===== src/rtl/fpga_digit_entry.sv =====
// fpga_digit_entry
//   Switch/button hex entry path: the user keys a value nibble by nibble,
//   previews it on the digit display and commits it to the core.
//
// Ports
//   clock        system clock, every flop is in this domain
//   reset        asynchronous active-low reset
//   sw           raw hex nibble switches (asynchronous)
//   btn_push     raw button: shift sw into the accumulator
//   btn_commit   raw button: offer the accumulator to the core
//   btn_clear    raw button: zero the accumulator
//   preview      accumulator contents for the display
//   digit_count  digits entered since last clear, saturating at DIGITS
//   out_data     committed value
//   out_valid    out_data holds an unconsumed value
//   out_ready    core accepts out_data this cycle
//   drop_flag    sticky: a commit was discarded while out_data was busy
module fpga_digit_entry #(
    parameter int unsigned DEBOUNCE_CYCLES = 1000000,
    parameter int unsigned DIGITS          = 8
) (
    input  logic                clock,
    input  logic                reset,
    input  logic [3:0]          sw,
    input  logic                btn_push,
    input  logic                btn_commit,
    input  logic                btn_clear,
    output logic [4*DIGITS-1:0] preview,
    output logic [3:0]          digit_count,
    output logic [4*DIGITS-1:0] out_data,
    output logic                out_valid,
    input  logic                out_ready,
    output logic                drop_flag
);

    localparam int unsigned W        = 4 * DIGITS;
    localparam int unsigned CW       = $clog2(DEBOUNCE_CYCLES + 1);
    localparam int unsigned NB       = 3;
    localparam int unsigned B_PUSH   = 0;
    localparam int unsigned B_COMMIT = 1;
    localparam int unsigned B_CLEAR  = 2;

    logic [NB-1:0] btn_raw;
    logic [NB-1:0] btn_s1;
    logic [NB-1:0] btn_s2;
    logic [NB-1:0] stable;
    logic [NB-1:0] stable_d;
    logic [NB-1:0] armed;
    logic [NB-1:0] press;
    logic [CW-1:0] cnt [NB];
    logic [3:0]    sw_s1;
    logic [3:0]    sw_s2;
    logic [1:0]    warm;

    assign btn_raw = {btn_clear, btn_commit, btn_push};

    // Two-flop synchronisers for buttons and switches.
    always_ff @(posedge clock or negedge reset) begin
        if (!reset) begin
            btn_s1 <= '0;
            btn_s2 <= '0;
            sw_s1  <= '0;
            sw_s2  <= '0;
        end else begin
            btn_s1 <= btn_raw;
            btn_s2 <= btn_s1;
            sw_s1  <= sw;
            sw_s2  <= sw_s1;
        end
    end

    // Debounce: the stable level only follows the synchronised level after
    // DEBOUNCE_CYCLES consecutive disagreeing cycles.
    always_ff @(posedge clock or negedge reset) begin
        if (!reset) begin
            stable   <= '0;
            stable_d <= '0;
            cnt      <= '{default: '0};
        end else begin
            stable_d <= stable;
            for (int unsigned i = 0; i < NB; i++) begin
                if (btn_s2[i] == stable[i]) begin
                    cnt[i] <= '0;
                end else if (cnt[i] == CW'(DEBOUNCE_CYCLES - 1)) begin
                    stable[i] <= btn_s2[i];
                    cnt[i]    <= '0;
                end else begin
                    cnt[i] <= cnt[i] + CW'(1);
                end
            end
        end
    end

    // A button held through reset must not register as a press: each button
    // is armed only once it has been seen released (debounced low and the
    // synchroniser showing a genuine post-reset sample of low).
    always_ff @(posedge clock or negedge reset) begin
        if (!reset) begin
            warm  <= '0;
            armed <= '0;
        end else begin
            warm <= {warm[0], 1'b1};
            for (int unsigned i = 0; i < NB; i++) begin
                if (warm[1] && !stable[i] && !btn_s2[i]) begin
                    armed[i] <= 1'b1;
                end
            end
        end
    end

    assign press = stable & ~stable_d & armed;

    // Accumulator. Clear wins over a same-cycle push.
    always_ff @(posedge clock or negedge reset) begin
        if (!reset) begin
            preview     <= '0;
            digit_count <= '0;
        end else if (press[B_CLEAR]) begin
            preview     <= '0;
            digit_count <= '0;
        end else if (press[B_PUSH]) begin
            preview <= {preview[W-5:0], sw_s2};
            if (digit_count != 4'(DIGITS)) begin
                digit_count <= digit_count + 4'd1;
            end
        end
    end

    // Output register and handshake. A commit samples the pre-edge preview,
    // so it is unaffected by a push or clear in the same cycle.
    always_ff @(posedge clock or negedge reset) begin
        if (!reset) begin
            out_data  <= '0;
            out_valid <= 1'b0;
            drop_flag <= 1'b0;
        end else if (press[B_COMMIT]) begin
            if (!out_valid || out_ready) begin
                out_data  <= preview;
                out_valid <= 1'b1;
            end else begin
                drop_flag <= 1'b1;
            end
        end else if (out_valid && out_ready) begin
            out_valid <= 1'b0;
        end
    end

endmodule

===== config.mk =====
export PLATFORM = sky130hd
export DESIGN_NAME = fpga_digit_entry
export DESIGN_NICKNAME = d
export VERILOG_FILES = /design/src/rtl/fpga_digit_entry.sv
export SDC_FILE = /design/constraint.sdc
export NUM_CORES = 1
export LEC_CHECK = 0
export CORE_MARGIN = 2
export CORE_UTILIZATION = 50
export CTS_BUF_LIST = sky130_fd_sc_hd__clkbuf_16
export DETAILED_ROUTE_END_ITERATION = 16
export PLACE_DENSITY = 0.8
export SLEW_MARGIN = 20
export SYNTH_ARGS = -nofsm -noshare
export SYNTH_HDL_FRONTEND = slang
export SYNTH_SLANG_ARGS = --single-unit

===== constraint.sdc =====
create_clock -name clock -period 1.85 [get_ports clock]
set_input_delay 0.555 -clock clock [delete_from_list [all_inputs] [get_ports clock]]
set_output_delay 0.555 -clock clock [all_outputs]
set_load 0.01 [all_outputs]

* After elaboration in Yosys (flattened, before gate mapping) *
Cells that the tools add are included.

word-level totals
  flip-flop bits (word level) = 155
  input bits = 10
  output and inout port bits = 70
  word-level logic and storage cells = 78

cells by class
  $add $sub $neg = 4
  eq/ne operators = 8
  mux-type cells = 14
  bitwise gates (word level) = 7
  reduce and logical (&&, ||, !) cells = 25

operators by type and width
  kind                                           count
  two-way mux 20 bit                             6
  two-way mux 32 bit                             2
  adder 20 x 1 -> 20 bit, second input constant  3
  == test 20 bit, second input constant          3
  AND reduction 2 bit                            7
  two-way mux 4 bit                              3
  logical AND 1 bit                              7
  zero test 1 bit                                7
  bitwise AND 3 bit                              2
  nonzero test 2 bit                             3
  adder 4 x 1 -> 4 bit, second input constant    1
  != test 4 bit, second input constant           1
  inverter 1 bit                                 4
  == test 1 bit                                  3
  two-way mux 1 bit                              3
  inverter 3 bit                                 1
  != test 2 x 1 -> 1 bit, second input constant  1
  logical OR 1 bit                               1

* Longest topological paths before layout *
Gate-level depths: netlist of run 1.

  word-level depth = 5
  mapped depth = 6
  gate-level depth less buffers = 6

* Least setup slack after synthesis of run 1 *
OpenSTA, ideal clock, no wires.

  path type = flip-flop to flip-flop
  start point = register cnt[33] (netlist name)
  end point = register stable[1]
  library setup time = 0.125 ns
  arrival time = 1.941 ns
  required time = 1.725 ns
  setup slack = -0.216 ns
  stages on the path, launching flop included = 5
  path buffers = 0
  period minus slack after synthesis = 2.066 ns
  path through = dfrtp_1 -> or4_1 -> or4_4 -> nor2_1 -> mux2_2

on the way
  word-level cells in the longest chain between the ends = 2

ends and longest elaborated chain
  element                               line  RTL
  start: declaration                    50    logic [CW-1:0] cnt [NB];
  start signal: indexed assignment      88    cnt[i] <= cnt[i] + CW'(1);
  == test 20 bit                        84    end else if (cnt[i] == CW'(DEBOUNCE_CYCLES - 1)) begin
  AND reduction 2 bit (no source line)  -
  end signal: indexed assignment        85    stable[i] <= btn_s2[i];
  end: declaration                      46    logic [NB-1:0] stable;

No other way between the ends.
A chain may end at the register's enable or synchronous reset.

* Worst setup path after layout of run 1 *
  start point = register cnt[48] (netlist name)
  end point = register cnt[46] (netlist name)

on the way
  word-level cells in the longest chain between the ends = 3

ends and longest elaborated chain
  element             line  RTL
  == test 20 bit      84
  two-way mux 20 bit  84
  two-way mux 20 bit  82    if (btn_s2[i] == stable[i]) begin

No other way between the ends.

==> results of run 1 <==
## per-layer routing
metal,up-vias,global-route usage [%]
met4,0,8.58
met1,2537,28.1
met3,27,5.81
met5,-,0
li1,2333,-
met2,147,36.8
## repair_timing
action | 4_1_cts | 5_1_grt
pin swaps | 1 | 10
endpoints found under the setup margin | 111 | 54
cloned | 1 | 2
resized for setup | 77 | 39
buffers inserted | 14 | 7
## through the flow
stage | utilization (%) | hold WS, ns | power (W) | cells | setup WS, ns
after floorplan | - | 0.259 | 0.00356 | 596 | -0.0798
after global placement | 61.8 | 0.332 | 0.00368 | 867 | -0.179
after detailed placement | 61.8 | 0.335 | 0.00369 | 867 | -0.212
after CTS | 67.4 | 0.0190 | 0.00738 | 913 | -0.118
after global routing | 69.0 | 0.0391 | 0.00759 | 921 | -0.189
final | 69.0 | 0.0236 | 0.00734 | 921 | -0.171
## report_power, final
group	total (W)	internal, W	leakage, nW	switching, W
clock	0.00367	0.00226	0.307	0.00141
combinational	0.000221	0.0000889	1.70	0.000133
sequential	0.00345	0.00342	2.10	0.0000281
total	0.00734	0.00577	4.11	0.00157
## flip-flops by register name, indices dropped and copies added (netlist names)
signal       count
sw_s2            4
btn_s2           3
sw_s1            4
btn_s1           3
digit_count      4
warm             2
drop_flag        1
cnt             60
stable           3
preview         32
out_valid        1
stable_d         3
armed            3
out_data        32
## final cells by class
| cell class | count | area (um^2) |
|---|---|---|
| clock buffer | 17 | 425 |
| fill | 909 | 3920 |
| inverter | 14 | 52.6 |
| multi-input combinational | 403 | 2650 |
| clock inverter | 15 | 198 |
| tap | 172 | 215 |
| timing repair buffer | 145 | 1330 |
| sequential | 155 | 3880 |
## cell families (layout without fill, tap and decap cells)
| family | after synthesis | after routing | share of synthesized area, % |
|---|---|---|---|
| and+or+nand+nor | 248 | 248 | 18.5 |
| DFF | 155 | 155 | 59.8 |
| AOI/OAI and AO/OA | 67 | 67 | 5.90 |
| xor gates and xnor gates | 45 | 45 | 6.07 |
| buffers and inverters | 38 | 191 | 2.39 |
| muxes | 37 | 37 | 6.38 |
| adders and majority gates | 5 | 5 | 0.964 |
| other | 1 | 1 | 0.0578 |
## worst min-delay path by stage
stage / endpoint / slack (ns) / cells after the start
final: cnt[55] / 0.02 / 1
after global routing: cnt[55] / 0.04 / 1
after CTS: cnt[55] / 0.02 / 1
after detailed placement: btn_s2[2] / 0.33 / 0
after global placement: warm[1] / 0.33 / 0
after floorplan: armed[0] / 0.26 / 0
## synthesized netlist by cell type (all sizes together), types with 4 or more instances
master  count  share of area, %
mux2       35               6.1
ha          5              0.96
o31ai       8              0.93
dfrtp     155                60
buf         8              0.64
a21oi      46               3.5
xnor2      30               4.0
nor3       14               1.1
nand2      88               5.1
nor4       11               1.1
or4        13               1.6
inv        14              0.81
nand4      15               1.4
nand3      26               2.1
o21ai       7              0.71
xor2       15               2.0
nor2       56               3.2
clkbuf     16              0.94
a21o        4              0.46
==> results.cfg, run 1 <==
[worst_setup_path]
path_max_fanout = 5
cp-startpoint = cnt[48]
worst_ep_arrival_time_ns = 2.35
crit_type = register to register
crit_chain = or4_4 -> nor4_4 -> a21o_1 -> buf_6 -> clkbuf_16 -> nor2b_4
crit_slowest_cell = or4_4
worstSetupStartpointType = register
rr_startpoint = cnt[48]
worst-path-stages = 6
critPathTopFamily = simple AND/OR/NAND/NOR gates
crit-reg2reg-capture = cnt[46]
critPathRequiredTime_ns = 2.17
endpoint_kind = register
endpoint = cnt[46]
regToRegSetupSlack_ns = -0.17
reg2reg_depth = 6
crit_path_max_incr_delay_ns = 0.57
worstPathBufferInverterCount = 2

[clock_network]
clock_sinks = 155
postCtsHoldBufs = 0
path_clk_slew_ns = 0.06
htreeDepth = 4
numCtsBuffers = 17
clk_latency_ns = 0.43
clockBufferDepth = 2
cts_root_buf = clkbuf_16
cts_tree = yes

[drt]
top_layer_used = met4
routed_wl_um = 15300
met3_wirelength_um = 769
wl_met2_um = 7970
drt_iter0_drc = 279
met1Wirelength_um = 6300
firstDrtPassIters = 5
vias_per_cell = 5.48
drt-wirelength-per-cell_um = 16.6
vias = 5044
drc = 0
ant_nets = 0

[yosys]
avgSynthCellArea_um2 = 10.9
ys.flop_type = dfrtp_1
ys_ff_latch = 155
yosys_warnings = 0
synth_cell_type_count = 40
synth_edf_count = 0
syn_nets = 611
syn-cell-area_um2 = 6490
ys_seq_area_share_pct = 59.8
synthCells = 596
async_reset_ff_share_pct = 100

[timing]
rsz0062_at_grt = true
slew_violations = 0
finalHoldViolCount = 0
clock_skew_ns = 0.00827
timing.final.ws_setup_ns = -0.171
setup_violations = 39
finalCriticalPeriod_ns = 2.02
tns_ns = -3.46
max_freq_mhz = 495
fin_crit_sh_pct = 109

[power_and_ir_drop]
ir_drop_mv = 0.924
p_leak_nw = 4.11
p_per_area_nw_per_um2 = 839

[layout]
drive_gt1_share_pct = 22.6
layout_common_cells = 154 x dfrtp_1, 88 x nand2_1, 70 x dlygate4sd2_1
antenna_cells = 0
area.growth.synth_to_final_pct = 34.8
final_common_cell = dfrtp_1
nets = 751
design_area_um2 = 8750

[status]
violations = negative setup slack
run_status = finished, violations left

[global_routing]
grt_max_degree = 42
antenna_found_initial = 0
grtUsageTotal_pct = 22.2
overflow = 0
grt_pass1_vias = 4991
grt_first_pass_wirelength_um = 24600

[run]
drv_cap = 0

[place]
gp_congestion = 0.867
io_buffer_count = 79
placed_cell_area_um2 = 7840
hpwlAfterDp_um = 9320

[die]
ioPinCount = 80
core.rowCount = 41
initial_core_util_pct = 51.2
die_w_um = 118
die-area_um2 = 13900
die_h_um = 118
coreArea_um2 = 12700

[worst_hold_path]
holdCritPathClass = primary input to asynchronous set/reset pin
(Power assumes the default switching activity.)
==> inputs of run 2 (changes only) <==
CORE_UTILIZATION = 60   (was 50)
PLACE_DENSITY = 0.89   (was 0.8)
clock period = 2.51 ns   (was 1.85 ns; I/O delays follow)
==> results.cfg, run 2 (synthesis results as in run 1) <==
[drt]
drt_iter0_drc = 340
drt-wirelength-per-cell_um = 18.1
vias = 4869
drc = 0
routed_wl_um = 15000
firstDrtPassIters = 5
ant_nets = 0
vias_per_cell = 5.87

[power_and_ir_drop]
p_per_area_nw_per_um2 = 644
switching_power_w = 0.00122
p_leak_nw = 3.43
clkPwrFrac_pct = 48.8
intPower_w = 0.00396
ir_drop_mv = 0.430
combPwrFrac_pct = 2.2
switching_share_pct = 23.6
seqPwrFrac_pct = 49.1

[place]
gp_congestion = 0.879
hpwlAfterDp_um = 9020
placed_cell_area_um2 = 7470
io_buffer_count = 79
placedCellCount = 797

[global_routing]
grt.busiest_layer = met2
use_met2_pct = 47.8
antenna_found_initial = 0
grt_first_pass_wirelength_um = 24700
met1_usage_pct = 33.9
grt_pass1_vias = 4940
overflow = 0
grt_max_degree = 60
grtUsageTotal_pct = 27.7
gr-usage-met3_pct = 5.85

[timing]
tns_ns = 0
maxSlewHeadroom_pct = 55.6
setup_violations = 0
worst_slew_pin_slew_ns = 0.659
fin_crit_sh_pct = 88.5
rsz0062_at_grt = false
max_freq_mhz = 450
clock_skew_ns = 0.00813
finalCriticalPeriod_ns = 2.22
slew_violations = 0
finalHoldViolCount = 0

[die]
core.rowCount = 37
coreArea_um2 = 10400
initial_core_util_pct = 62.3
die_h_um = 108
ioPinCount = 80
die-area_um2 = 11700
die_w_um = 108

[clock_network]
clockBufferDepth = 2
path_clk_slew_ns = 0.06
post_cts_buffers = 0
postCtsHoldBufs = 0
cts_resized = 0
htreeDepth = 4
clk_latency_ns = 0.42
cts_tree = yes
numCtsBuffers = 17
clock_sinks = 155
cts_root_buf = clkbuf_16

[worst_hold_path]
holdCritPathClass = primary input to asynchronous set/reset pin

[layout]
nets = 695
largest_register_ffs = 60
final_common_cell = dfrtp_1
design_area_um2 = 8050
layout_common_cells = 155 x dfrtp_1, 88 x nand2_1, 78 x clkdlybuf4s50_1
largest-register = cnt
reg_top3 = cnt x60, out_data x32, preview x32
area.growth.synth_to_final_pct = 24.1
drive_gt1_share_pct = 12.8
fin_cells = 829
antenna_cells = 0
num-fill-cells = 604

[status]
run_status = finished clean

[worst_setup_path]
path_max_fanout = 4
crit_slowest_cell = clkdlybuf4s50_1
worst_ep_arrival_time_ns = 1.47
crit_type = register to primary output
worstSetupStartpointType = register
endpoint_kind = primary output
critPathRequiredTime_ns = 1.76
crit_path_max_incr_delay_ns = 0.61
worstPathBufferInverterCount = 1
crit_chain = clkdlybuf4s50_1
critPathTopFamily = buffers and inverters

[run]
drv_cap = 0
-- run 2: cell types whose count changed in the layout (fill, tap and decap cells not counted), moves of 5 or more --
| cell | before | now |
|---|---|---|
| nor2_4 | 10 | 0 |
| nor2_1 | 46 | 56 |
| clkdlybuf4s50_1 | 8 | 78 |
| dlygate4sd2_1 | 70 | 0 |
| a21oi_1 | 41 | 46 |
| buf_4 | 54 | 7 |
-- run 2: area by class of cell --
type,instances,area (um^2),area share [%]
inverters,14,52.6,0.653
clock buffers,17,425,5.28
clock inverters,15,156,1.94
repair buffers,89,905,11.2
well taps,136,170,2.11
flip-flops and latches,155,3880,48.2
multi-input cells,403,2460,30.6
-- run 2: path summary, 6_finish.rpt --
path | from | to | slack (ns) | cells past startpoint
max | preview[25] | preview[25] | 0.29 | 1
max reg2reg | cnt[32] | stable[1] | 0.34 | 4
min | reset | digit_count[2] | 0.25 | 1
min reg2reg | btn_s1[2] | btn_s2[2] | 0.35 | 0
max in group asynchronous | reset | preview[22] | 1.63 | 2
min in group clock | btn_s1[2] | btn_s2[2] | 0.35 | 0
-- run 2: metal layers --
layer	part of all wire, %	vias to the layer above	wire length (um)
met5	0	-	0
met3	4.9	42	732
met4	3.0	0	456
met2	54	183	8030
li1	-	2218	-
met1	39	2426	5770
-- run 2: power by group through the flow --
stage / Combinational (W) / Sequential (W) / Clock [W]
floorplan: 0.0000378 / 0.00258 / 0
global placement: 0.000112 / 0.00259 / 0
detailed placement: 0.000115 / 0.00259 / 0
CTS: 0.000116 / 0.00254 / 0.00254
global route: 0.000132 / 0.00255 / 0.00265
finish: 0.000112 / 0.00254 / 0.00253
-- run 2: through the flow --
step	power, W	utilization, %	hold WS [ns]	worst slack (ns)
2_1_floorplan	0.00262	-	0.331	0.444
3_3_place_gp	0.00270	71.7	0.333	0.301
3_5_place_dp	0.00270	71.7	0.336	0.248
4_1_cts	0.00519	77.3	0.269	0.303
5_1_grt	0.00533	77.3	0.286	0.238
6_report	0.00518	77.3	0.247	0.288
